--- src/rtl/adc_uart_pkg.sv ---
// Shared types and constants for the ADC-to-UART framer.
// FRAMER_SEQ_EN adds a sequence-number state to the frame FSM.
package adc_uart_pkg;

  typedef logic [7:0] byte_t;

  localparam byte_t DEF_HEADER_BYTE = 8'hA5;

  typedef enum logic [2:0] {
    ST_IDLE = 3'd0,
    ST_HDR  = 3'd1,
`ifdef FRAMER_SEQ_EN
    ST_SEQ  = 3'd2,
`endif
    ST_DATA = 3'd3,
    ST_SUM  = 3'd4,
    ST_WAIT = 3'd5
  } state_e;

endpackage

--- src/rtl/sync_fifo.sv ---
// Single-clock FIFO with registered occupancy; push when full and pop when
// empty are ignored, so callers may assert them unconditionally.
module sync_fifo #(
  parameter int WIDTH = 8,
  parameter int DEPTH = 16
) (
  input  logic                   clk_i,
  input  logic                   rst_i,
  input  logic                   push_i,
  input  logic                   pop_i,
  input  logic [WIDTH-1:0]       wr_data_i,
  output logic [WIDTH-1:0]       rd_data_o,
  output logic [$clog2(DEPTH):0] level_o,
  output logic                   full_o,
  output logic                   empty_o
);

  localparam int AW = $clog2(DEPTH);

  logic [WIDTH-1:0] mem_q [DEPTH];
  logic [AW-1:0]    wr_ptr_q, rd_ptr_q;
  logic [AW:0]      level_q;
  logic             push_ok, pop_ok;

  assign full_o    = (level_q == (AW+1)'(DEPTH));
  assign empty_o   = (level_q == '0);
  assign push_ok   = push_i & ~full_o;
  assign pop_ok    = pop_i & ~empty_o;
  assign rd_data_o = mem_q[rd_ptr_q];
  assign level_o   = level_q;

  always_ff @(posedge clk_i) begin
    if (rst_i) begin
      wr_ptr_q <= '0;
      rd_ptr_q <= '0;
      level_q  <= '0;
    end else begin
      if (push_ok) wr_ptr_q <= wr_ptr_q + 1'b1;
      if (pop_ok)  rd_ptr_q <= rd_ptr_q + 1'b1;
      case ({push_ok, pop_ok})
        2'b10:   level_q <= level_q + 1'b1;
        2'b01:   level_q <= level_q - 1'b1;
        default: level_q <= level_q;
      endcase
    end
  end

  // NOTE: storage is deliberately not reset; the pointers define validity,
  // and leaving it out of reset lets it map onto plain RAM.
  always_ff @(posedge clk_i) begin
    if (push_ok) mem_q[wr_ptr_q] <= wr_data_i;
  end

endmodule

--- src/rtl/adc_uart_framer.sv ---
// Buffers ADC samples and streams header/samples/checksum frames into a UART
// TX using its start/done handshake. FRAMER_SEQ_EN inserts a sequence byte.
module adc_uart_framer
  import adc_uart_pkg::*;
#(
  parameter int    DATA_W            = 8,
  parameter int    FIFO_DEPTH        = 16,
  parameter int    SAMPLES_PER_FRAME = 4,
  parameter byte_t HEADER_BYTE       = DEF_HEADER_BYTE
) (
  input  logic                        Clk,
  input  logic                        Reset,
  input  logic [DATA_W-1:0]           Sample_Data,
  input  logic                        Sample_Valid,
  output logic [DATA_W-1:0]           Tx_Data,
  output logic                        Tx_Start,
  input  logic                        Tx_Done,
  output logic [$clog2(FIFO_DEPTH):0] Fifo_Level,
  output logic                        Overflow,
  output logic [7:0]                  Frame_Count
);

  localparam int                LVL_W = $clog2(FIFO_DEPTH) + 1;
  localparam logic [LVL_W-1:0]  N_LVL = LVL_W'(SAMPLES_PER_FRAME);

  state_e              state_q, state_d, ret_q, ret_d;
  logic [DATA_W-1:0]   tx_data_q, tx_data_d;
  logic                tx_start_q, tx_start_d;
  byte_t               csum_q, csum_d;
  logic [LVL_W-1:0]    idx_q, idx_d;
  logic [7:0]          frame_cnt_q, frame_cnt_d;
  logic                overflow_q, done_q;

  logic [DATA_W-1:0]   fifo_rd;
  logic [LVL_W-1:0]    fifo_level;
  logic                fifo_full, fifo_empty, fifo_pop, done_rise;

  sync_fifo #(
    .WIDTH (DATA_W),
    .DEPTH (FIFO_DEPTH)
  ) u_fifo (
    .clk_i     (Clk),
    .rst_i     (Reset),
    .push_i    (Sample_Valid),
    .pop_i     (fifo_pop),
    .wr_data_i (Sample_Data),
    .rd_data_o (fifo_rd),
    .level_o   (fifo_level),
    .full_o    (fifo_full),
    .empty_o   (fifo_empty)
  );

  assign done_rise = Tx_Done & ~done_q;
  assign fifo_pop  = (state_q == ST_DATA) & ~fifo_empty;

  // NOTE: every output of this block gets a default first, so no path can
  // leave a signal unassigned and infer a latch.
  always_comb begin
    state_d     = state_q;
    ret_d       = ret_q;
    tx_data_d   = tx_data_q;
    tx_start_d  = 1'b0;
    csum_d      = csum_q;
    idx_d       = idx_q;
    frame_cnt_d = frame_cnt_q;
    case (state_q)
      ST_IDLE: begin
        csum_d = '0;
        idx_d  = '0;
        if (fifo_level >= N_LVL) state_d = ST_HDR;
      end
      ST_HDR: begin
        tx_data_d  = HEADER_BYTE;
        tx_start_d = 1'b1;
        state_d    = ST_WAIT;
`ifdef FRAMER_SEQ_EN
        ret_d      = ST_SEQ;
`else
        ret_d      = ST_DATA;
`endif
      end
`ifdef FRAMER_SEQ_EN
      ST_SEQ: begin
        tx_data_d  = frame_cnt_q;
        tx_start_d = 1'b1;
        state_d    = ST_WAIT;
        ret_d      = ST_DATA;
      end
`endif
      ST_DATA: begin
        tx_data_d  = fifo_rd;
        tx_start_d = 1'b1;
        csum_d     = csum_q + fifo_rd;
        idx_d      = idx_q + 1'b1;
        state_d    = ST_WAIT;
        ret_d      = (idx_d < N_LVL) ? ST_DATA : ST_SUM;
      end
      ST_SUM: begin
        tx_data_d  = csum_q;
        tx_start_d = 1'b1;
        state_d    = ST_WAIT;
        ret_d      = ST_IDLE;
      end
      ST_WAIT: begin
        if (done_rise) begin
          state_d = ret_q;
          if (ret_q == ST_IDLE) frame_cnt_d = frame_cnt_q + 8'd1;
        end
      end
      default: state_d = ST_IDLE;
    endcase
  end

  // NOTE: sequential state uses non-blocking assignments only, so every
  // register samples pre-edge values regardless of statement order.
  always_ff @(posedge Clk) begin
    if (Reset) begin
      state_q     <= ST_IDLE;
      ret_q       <= ST_IDLE;
      tx_data_q   <= '0;
      tx_start_q  <= 1'b0;
      csum_q      <= '0;
      idx_q       <= '0;
      frame_cnt_q <= '0;
      overflow_q  <= 1'b0;
      done_q      <= 1'b0;
    end else begin
      state_q     <= state_d;
      ret_q       <= ret_d;
      tx_data_q   <= tx_data_d;
      tx_start_q  <= tx_start_d;
      csum_q      <= csum_d;
      idx_q       <= idx_d;
      frame_cnt_q <= frame_cnt_d;
      overflow_q  <= overflow_q | (Sample_Valid & fifo_full);
      done_q      <= Tx_Done;
    end
  end

  assign Tx_Data     = tx_data_q;
  assign Tx_Start    = tx_start_q;
  assign Fifo_Level  = fifo_level;
  assign Overflow    = overflow_q;
  assign Frame_Count = frame_cnt_q;

endmodule

--- config.mk ---
export PLATFORM = sky130hd
export DESIGN_NAME = adc_uart_framer
export DESIGN_NICKNAME = d
export VERILOG_FILES = /design/src/rtl/adc_uart_pkg.sv /design/src/rtl/sync_fifo.sv /design/src/rtl/adc_uart_framer.sv
export SDC_FILE = /design/constraint.sdc
export NUM_CORES = 1
export LEC_CHECK = 0
export ABC_AREA = 1
export CORE_MARGIN = 3
export CORE_UTILIZATION = 60
export DETAILED_ROUTE_END_ITERATION = 8
export PLACE_DENSITY = 0.76
export SYNTH_ARGS = -nofsm -noshare
export SYNTH_HDL_FRONTEND = slang
export SYNTH_SLANG_ARGS = --single-unit
--- constraint.sdc ---
create_clock -name Clk -period 3 [get_ports Clk]
set_input_delay 0.6 -clock Clk [delete_from_list [all_inputs] [get_ports Clk]]
set_output_delay 0.6 -clock Clk [all_outputs]
set_load 0.03 [all_outputs]
==> results.sh, run 1 <==
export IMPL_status="finished, final reports clean"
export IMPL_cp_num_buf_inv=2
export IMPL_syn_cell_area_sq_um=7720
export IMPL_fill_cells=878
export IMPL_synth_enable_flop_cells=128
export IMPL_postSynth_asyncResetShare_pct=0
export IMPL_arrival_ns=3.12
export IMPL_diodes=0
export IMPL_cts_hold_buf=0
export IMPL_routedWlPerCell_microns=18.0
export IMPL_crit_required_ns=3.37
export IMPL_drive_gt1_share_pct=10.4
export IMPL_max_slew_margin_pct=51.7
export IMPL_cap_violations=0
export IMPL_ctsRootBufferMaster="clkbuf_16"
export IMPL_worstSetupStartpointType="flip-flop"
export IMPL_antenna_left=0
export IMPL_dpl_hpwl_microns=11100
export IMPL_setup_slack_ns=0.243
export IMPL_cts_tree="yes"
export IMPL_worstPathMaxFanout=18
export IMPL_cts_buffer_depth=2
export IMPL_track_usage_pct=25.5
export IMPL_grt_max_degree=40
export IMPL_pre_cts_ws_ns=0.0710
export IMPL_vdd_drop_max_mv=0.480
export IMPL_seq_area_frac_synth_pct=63.8
export IMPL_timing_final_crit_period_ns=2.76
export IMPL_fmax_mhz=363
export IMPL_clkTransAtPathRegs_ns=0.07
export IMPL_gp_congestion=0.915
export IMPL_overflow=0
export IMPL_p_leak_nw=3.27
export IMPL_via_per_inst=5.75
export IMPL_tns_ns=0
export IMPL_vias=5520
export IMPL_rr_worst_depth=13
export IMPL_core_area_sq_um=12300
export IMPL_whs_path_depth=1
export IMPL_cp_end_kind="flip-flop"
export IMPL_grt_pass1_vias=5485
export IMPL_firstDrtPassIters=6
export IMPL_finalWirelength_microns=17300
export IMPL_max_stage_delay_ns=0.41
export IMPL_path_delay_family="compound AO/OA/AOI/OAI gates"
export IMPL_worst_pin_slew_ns=0.722
export IMPL_p_per_area_nw_per_um2=580
export IMPL_ys_ff_latch=182
export IMPL_start_util_pct=62.7
export IMPL_syn_inst=724
export IMPL_hp_class="flip-flop to flip-flop"
export IMPL_avgSynthCellArea_sq_um=10.7
export IMPL_post_route_util_pct=72.7
export IMPL_synth_net_count=756
export IMPL_yosys_warnings=0
export IMPL_die_w_microns=119
export IMPL_die_h_microns=119
export IMPL_path_cells="buf_4 -> buf_4 -> o21ai_0 -> o211ai_1 -> nand3_1 -> nand2_1 -> ha_1 -> a21oi_1 -> nand2_1 -> a21oi_1 -> nand3b_1 -> nand3_1 -> a21oi_2"
export IMPL_clk_latency_ns=0.43
export IMPL_cts_buffers_inserted=17
export IMPL_cp_num_cells=13
export IMPL_worst_path_max_delay_cell="dfxtp_4"
export IMPL_grt_antenna_before_repair=0
export IMPL_maxSlewViolCount=0
export IMPL_htree_levels=4
export IMPL_hold_viol=0
export IMPL_drc_errors=0
export IMPL_area_growth_pct=15.9
export IMPL_yosys_cell_types_count=45
export IMPL_finClkSkew_ns=0.0104
export IMPL_synth_ff_type="edfxtp_1"
export IMPL_fin_crit_sh_pct=91.9
export IMPL_drtIter0Drc=635
export IMPL_die_area_sq_um=14300
export IMPL_critPathKind="flip-flop to flip-flop"
export IMPL_cts_num_sinks=182
export IMPL_portBuffers=34
export IMPL_pin_count=35
export IMPL_rows=40
export IMPL_setup_violations_final=0
export IMPL_nNetsFinal=811
export IMPL_grt_pass1_wl_microns=27900
## cell usage in the layout, fill, tap and decap left out, types with 3 or more instances in the layout
cell type / netlist / routed
edfxtp_1: 128 / 128
nor2_1: 104 / 104
nand2_1: 86 / 85
o21ai_0: 83 / 83
inv_1: 53 / 53
dfxtp_1: 54 / 52
a21oi_1: 46 / 46
clkdlybuf4s50_1: 0 / 34
nand3_1: 33 / 33
buf_4: 2 / 29
ha_1: 18 / 18
o221ai_1: 17 / 17
clkbuf_16: 0 / 17
o211ai_1: 12 / 12
inv_6: 0 / 6
o22ai_1: 6 / 6
nand4_1: 6 / 6
inv_2: 5 / 5
nand2_2: 4 / 5
clkinv_1: 2 / 4
xor2_1: 4 / 4
clkinv_4: 0 / 4
nor2_2: 3 / 3
a22o_1: 3 / 3
buf_12: 0 / 3
## power breakdown
part | leakage [nW] | total (mW) | internal [mW] | switching, mW
combinational | 1.40 | 0.327 | 0.106 | 0.221
sequential | 1.60 | 2.76 | 2.74 | 0.0279
clock | 0.272 | 2.10 | 1.15 | 0.945
total | 3.27 | 5.19 | 4.00 | 1.19
## layer usage
metal	GRT usage (%)	share of wire, %
met2	41.2	49
met5	0	0
met3	5.46	6.5
met1	34.6	43
met4	8.38	2.0
## cell usage after synthesis, types with 2 or more instances
master	count	share of area [%]
edfxtp_1	128	50
nor2_1	104	5.1
nand2_1	86	4.2
o21ai_0	83	5.4
dfxtp_1	54	14
inv_1	53	2.6
a21oi_1	46	3.0
nand3_1	33	2.1
ha_1	18	2.9
o221ai_1	17	1.9
buf_2	14	0.91
o211ai_1	12	1.2
clkbuf_1	10	0.49
nand4_1	6	0.49
o22ai_1	6	0.49
inv_2	5	0.24
nand2_2	4	0.32
xor2_1	4	0.45
a22o_1	3	0.34
buf_6	3	0.44
nor2_2	3	0.24
a21o_1	2	0.19
a31oi_1	2	0.16
buf_4	2	0.19
clkinv_1	2	0.097
fa_1	2	0.52
nand3_2	2	0.26
nor3_1	2	0.13
xnor2_1	2	0.23
## final timing paths
| check | end | start | slack [ns] |
|---|---|---|---|
| setup / recovery | csum_q[7] | flip-flop | 0.24 |
| hold reg to reg | Frame_Count[7] | Frame_Count[7] | 0.47 |
| hold / removal | Frame_Count[7] | Frame_Count[7] | 0.47 |
| setup reg to reg | csum_q[7] | flip-flop | 0.24 |
## per-stage QoR
stage	hold WS, ns	std cells	cell area, sq um	power (mW)
2_1_floorplan	0.436	724	7720	3.00
3_3_place_gp	0.442	926	8370	3.13
3_5_place_dp	0.454	926	8370	3.14
4_1_cts	0.471	958	8930	5.22
5_1_grt	0.503	960	8950	5.36
6_report	0.469	960	8950	5.19
## sequential cells by signal, summed over array words and instances (netlist names), named ones only
signal,count
u_fifo.wr_ptr_q,4
u_fifo.rd_ptr_q,4
ret_q,2
done_q,1
Tx_Start,1
state_q,3
Frame_Count,8
csum_q,8
u_fifo.level_o,5
Tx_Data,8
u_fifo.mem_q,128
Overflow,1
idx_q,5
## area by class of cell
class	count	area [sq um]	area share, %
Clock buffer	19	433	4.84
Clock inverter	13	121	1.36
Inverter	61	234	2.61
Multi-Input combinational cell	451	2410	26.9
Sequential cell	182	4930	55.1
Tap cell	168	210	2.35
Timing Repair Buffer	66	618	6.90
## what timing repair did
| item | CTS | global route |
|---|---|---|
| setup endpoints to repair | 0 | 2 |
| resized for setup | 0 | 4 |
| setup buffers | 0 | 2 |
## kinds of logic (layout without fill, tap and decap cells)
group | after synthesis | after routing | share of synthesized area (%)
AO/OA/AOI/OAI | 179 | 179 | 13.5
XOR/XNOR | 6 | 6 | 0.681
adder cells (fa/ha/maj) | 20 | 20 | 3.44
buffers and inverters | 91 | 159 | 5.09
flip-flops | 182 | 182 | 63.8
AND/OR/NAND/NOR | 246 | 246 | 13.5
Note: power is estimated with default switching activity, not from simulation.
==> run 2, diff against run 1 <==
Settings changed: CORE_UTILIZATION 60 to 54, PLACE_DENSITY 0.76 to 0.72.
Clock period 3 ns to 2.29 ns, I/O delays scaled along.
==> results.sh, run 2 (same netlist as run 1, synthesis figures left out) <==
export IMPL_gp_congestion=0.889
export IMPL_drc_errors=0
export IMPL_maxSlewViolCount=0
export IMPL_via_per_inst=5.80
export IMPL_routedWlPerCell_microns=18.2
export IMPL_largest_register_ff_count=128
export IMPL_timing_final_crit_period_ns=2.55
export IMPL_hp_class="flip-flop to flip-flop"
export IMPL_clk_latency_ns=0.43
export IMPL_cp_end_kind="flip-flop"
export IMPL_path_cells="buf_6 -> o21ai_0 -> o221ai_1 -> nand3_1 -> nand2_2 -> ha_4 -> fa_2 -> nand3_2 -> nand3_2 -> nand2_1 -> nand2_1 -> a21oi_2 -> xor2_1 -> inv_1 -> nand2_1 -> a21oi_1"
export IMPL_nNetsFinal=866
export IMPL_crit_top_cell="nand2_1"
export IMPL_status="complete, but fails checks"
export IMPL_overflow=0
export IMPL_die_area_sq_um=15800
export IMPL_path_delay_family="compound AO/OA/AOI/OAI gates"
export IMPL_max_slew_margin_pct=51.1
export IMPL_rsz0062_at_grt="true"
export IMPL_drive_gt1_share_pct=20.7
export IMPL_start_util_pct=55.4
export IMPL_fmax_mhz=393
export IMPL_ctsRootBufferMaster="clkbuf_16"
export IMPL_arrival_ns=2.85
export IMPL_dpl_hpwl_microns=12400
export IMPL_worstPathMaxFanout=6
export IMPL_hold_ws_ns=0.463
export IMPL_worst_path_max_delay_cell="dfxtp_4"
export IMPL_p_leak_nw=3.58
export IMPL_die_h_microns=126
export IMPL_fin_crit_sh_pct=111
export IMPL_top_register="u_fifo.mem_q"
export IMPL_hold_viol=0
export IMPL_cts_hold_buf=0
export IMPL_critPathKind="flip-flop to flip-flop"
export IMPL_pre_cts_ws_ns=-0.346
export IMPL_portBuffers=34
export IMPL_drtIter0Drc=788
export IMPL_antenna_left=0
export IMPL_vdd_drop_max_mv=0.541
export IMPL_core_area_sq_um=13900
export IMPL_area_growth_pct=25.0
export IMPL_cts_tree="yes"
export IMPL_cp_num_buf_inv=2
export IMPL_violations="setup timing"
export IMPL_rows=43
export IMPL_placed_cells=988
export IMPL_tns_ns=-1.04
export IMPL_die_w_microns=126
export IMPL_cap_violations=0
export IMPL_vias=5960
export IMPL_finalWirelength_microns=18700
export IMPL_fin_cells=1027
export IMPL_p_per_area_nw_per_um2=749
export IMPL_max_stage_delay_ns=0.39
export IMPL_final_common_cell="edfxtp_1"
export IMPL_setup_violations_final=6
export IMPL_firstDrtPassIters=5
export IMPL_pin_count=35
export IMPL_crit_required_ns=2.60
export IMPL_cts_num_sinks=182
export IMPL_grt_max_degree=29
export IMPL_finalPower_mw=7.23
export IMPL_diodes=0
export IMPL_worst_pin_slew_ns=0.732
export IMPL_cts_buffer_depth=2
export IMPL_finClkSkew_ns=0.0107
export IMPL_track_usage_pct=23.6
export IMPL_grt_pass1_wl_microns=29000
export IMPL_cts_buffers_inserted=17
export IMPL_setup_slack_ns=-0.258
export IMPL_grt_antenna_before_repair=0
export IMPL_htree_levels=4
export IMPL_most_common_layout_cells="edfxtp_1, nor2_1, buf_4"
export IMPL_worstSetupStartpointType="flip-flop"
export IMPL_clkTransAtPathRegs_ns=0.07
export IMPL_fill_cells=948
export IMPL_grt_pass1_vias=5665
==> run 2: through the flow <==
stage	area (sq um)	util [%]
after floorplan	7760	-
after global routing	9650	69.2
after CTS	9520	68.3
after global placement	8780	63.0
final	9650	69.2
after detailed placement	8780	63.0
==> run 2: timing repair <==
action	in CTS	in global routing
resized for setup	23	29
endpoints found under the setup margin	7	8
setup buffers	3	3
cloned	0	1
pin swaps	16	8
==> run 2: final timing paths <==
path | slack, ns | endpoint | cells after the start | from
worst min register to register | 0.46 | Frame_Count[7] | 1 | Frame_Count[7]
worst min-delay path | 0.46 | Frame_Count[7] | 1 | Frame_Count[7]
worst max-delay path | -0.26 | csum_q[6] | 16 | flip-flop
worst max register to register | -0.26 | csum_q[6] | 16 | flip-flop
==> run 2: report_power, final <==
part           switching [mW]  internal, mW
Combinational           0.312         0.177
Clock                    1.20          1.92
Sequential             0.0361          3.59
==> run 2: metal layers <==
layer	vias to the layer above	GRT usage, %	routed length (microns)
met5	-	0	0
met4	0	9.12	473
met3	35	4.36	1410
met2	277	38.4	9160
met1	2869	31.8	7640
li1	2779	-	-
==> run 2: cell type report <==
cell class              instances  area [sq um]  share of cell area (%)
multi-input cells             451          2560                    26.6
well taps                     180           225                    2.33
flip-flops and latches        182          4940                    51.2
inverters                      61           239                    2.48
clock inverters                14           208                    2.15
clock buffers                  18           429                    4.45
repair buffers                121          1050                    10.9
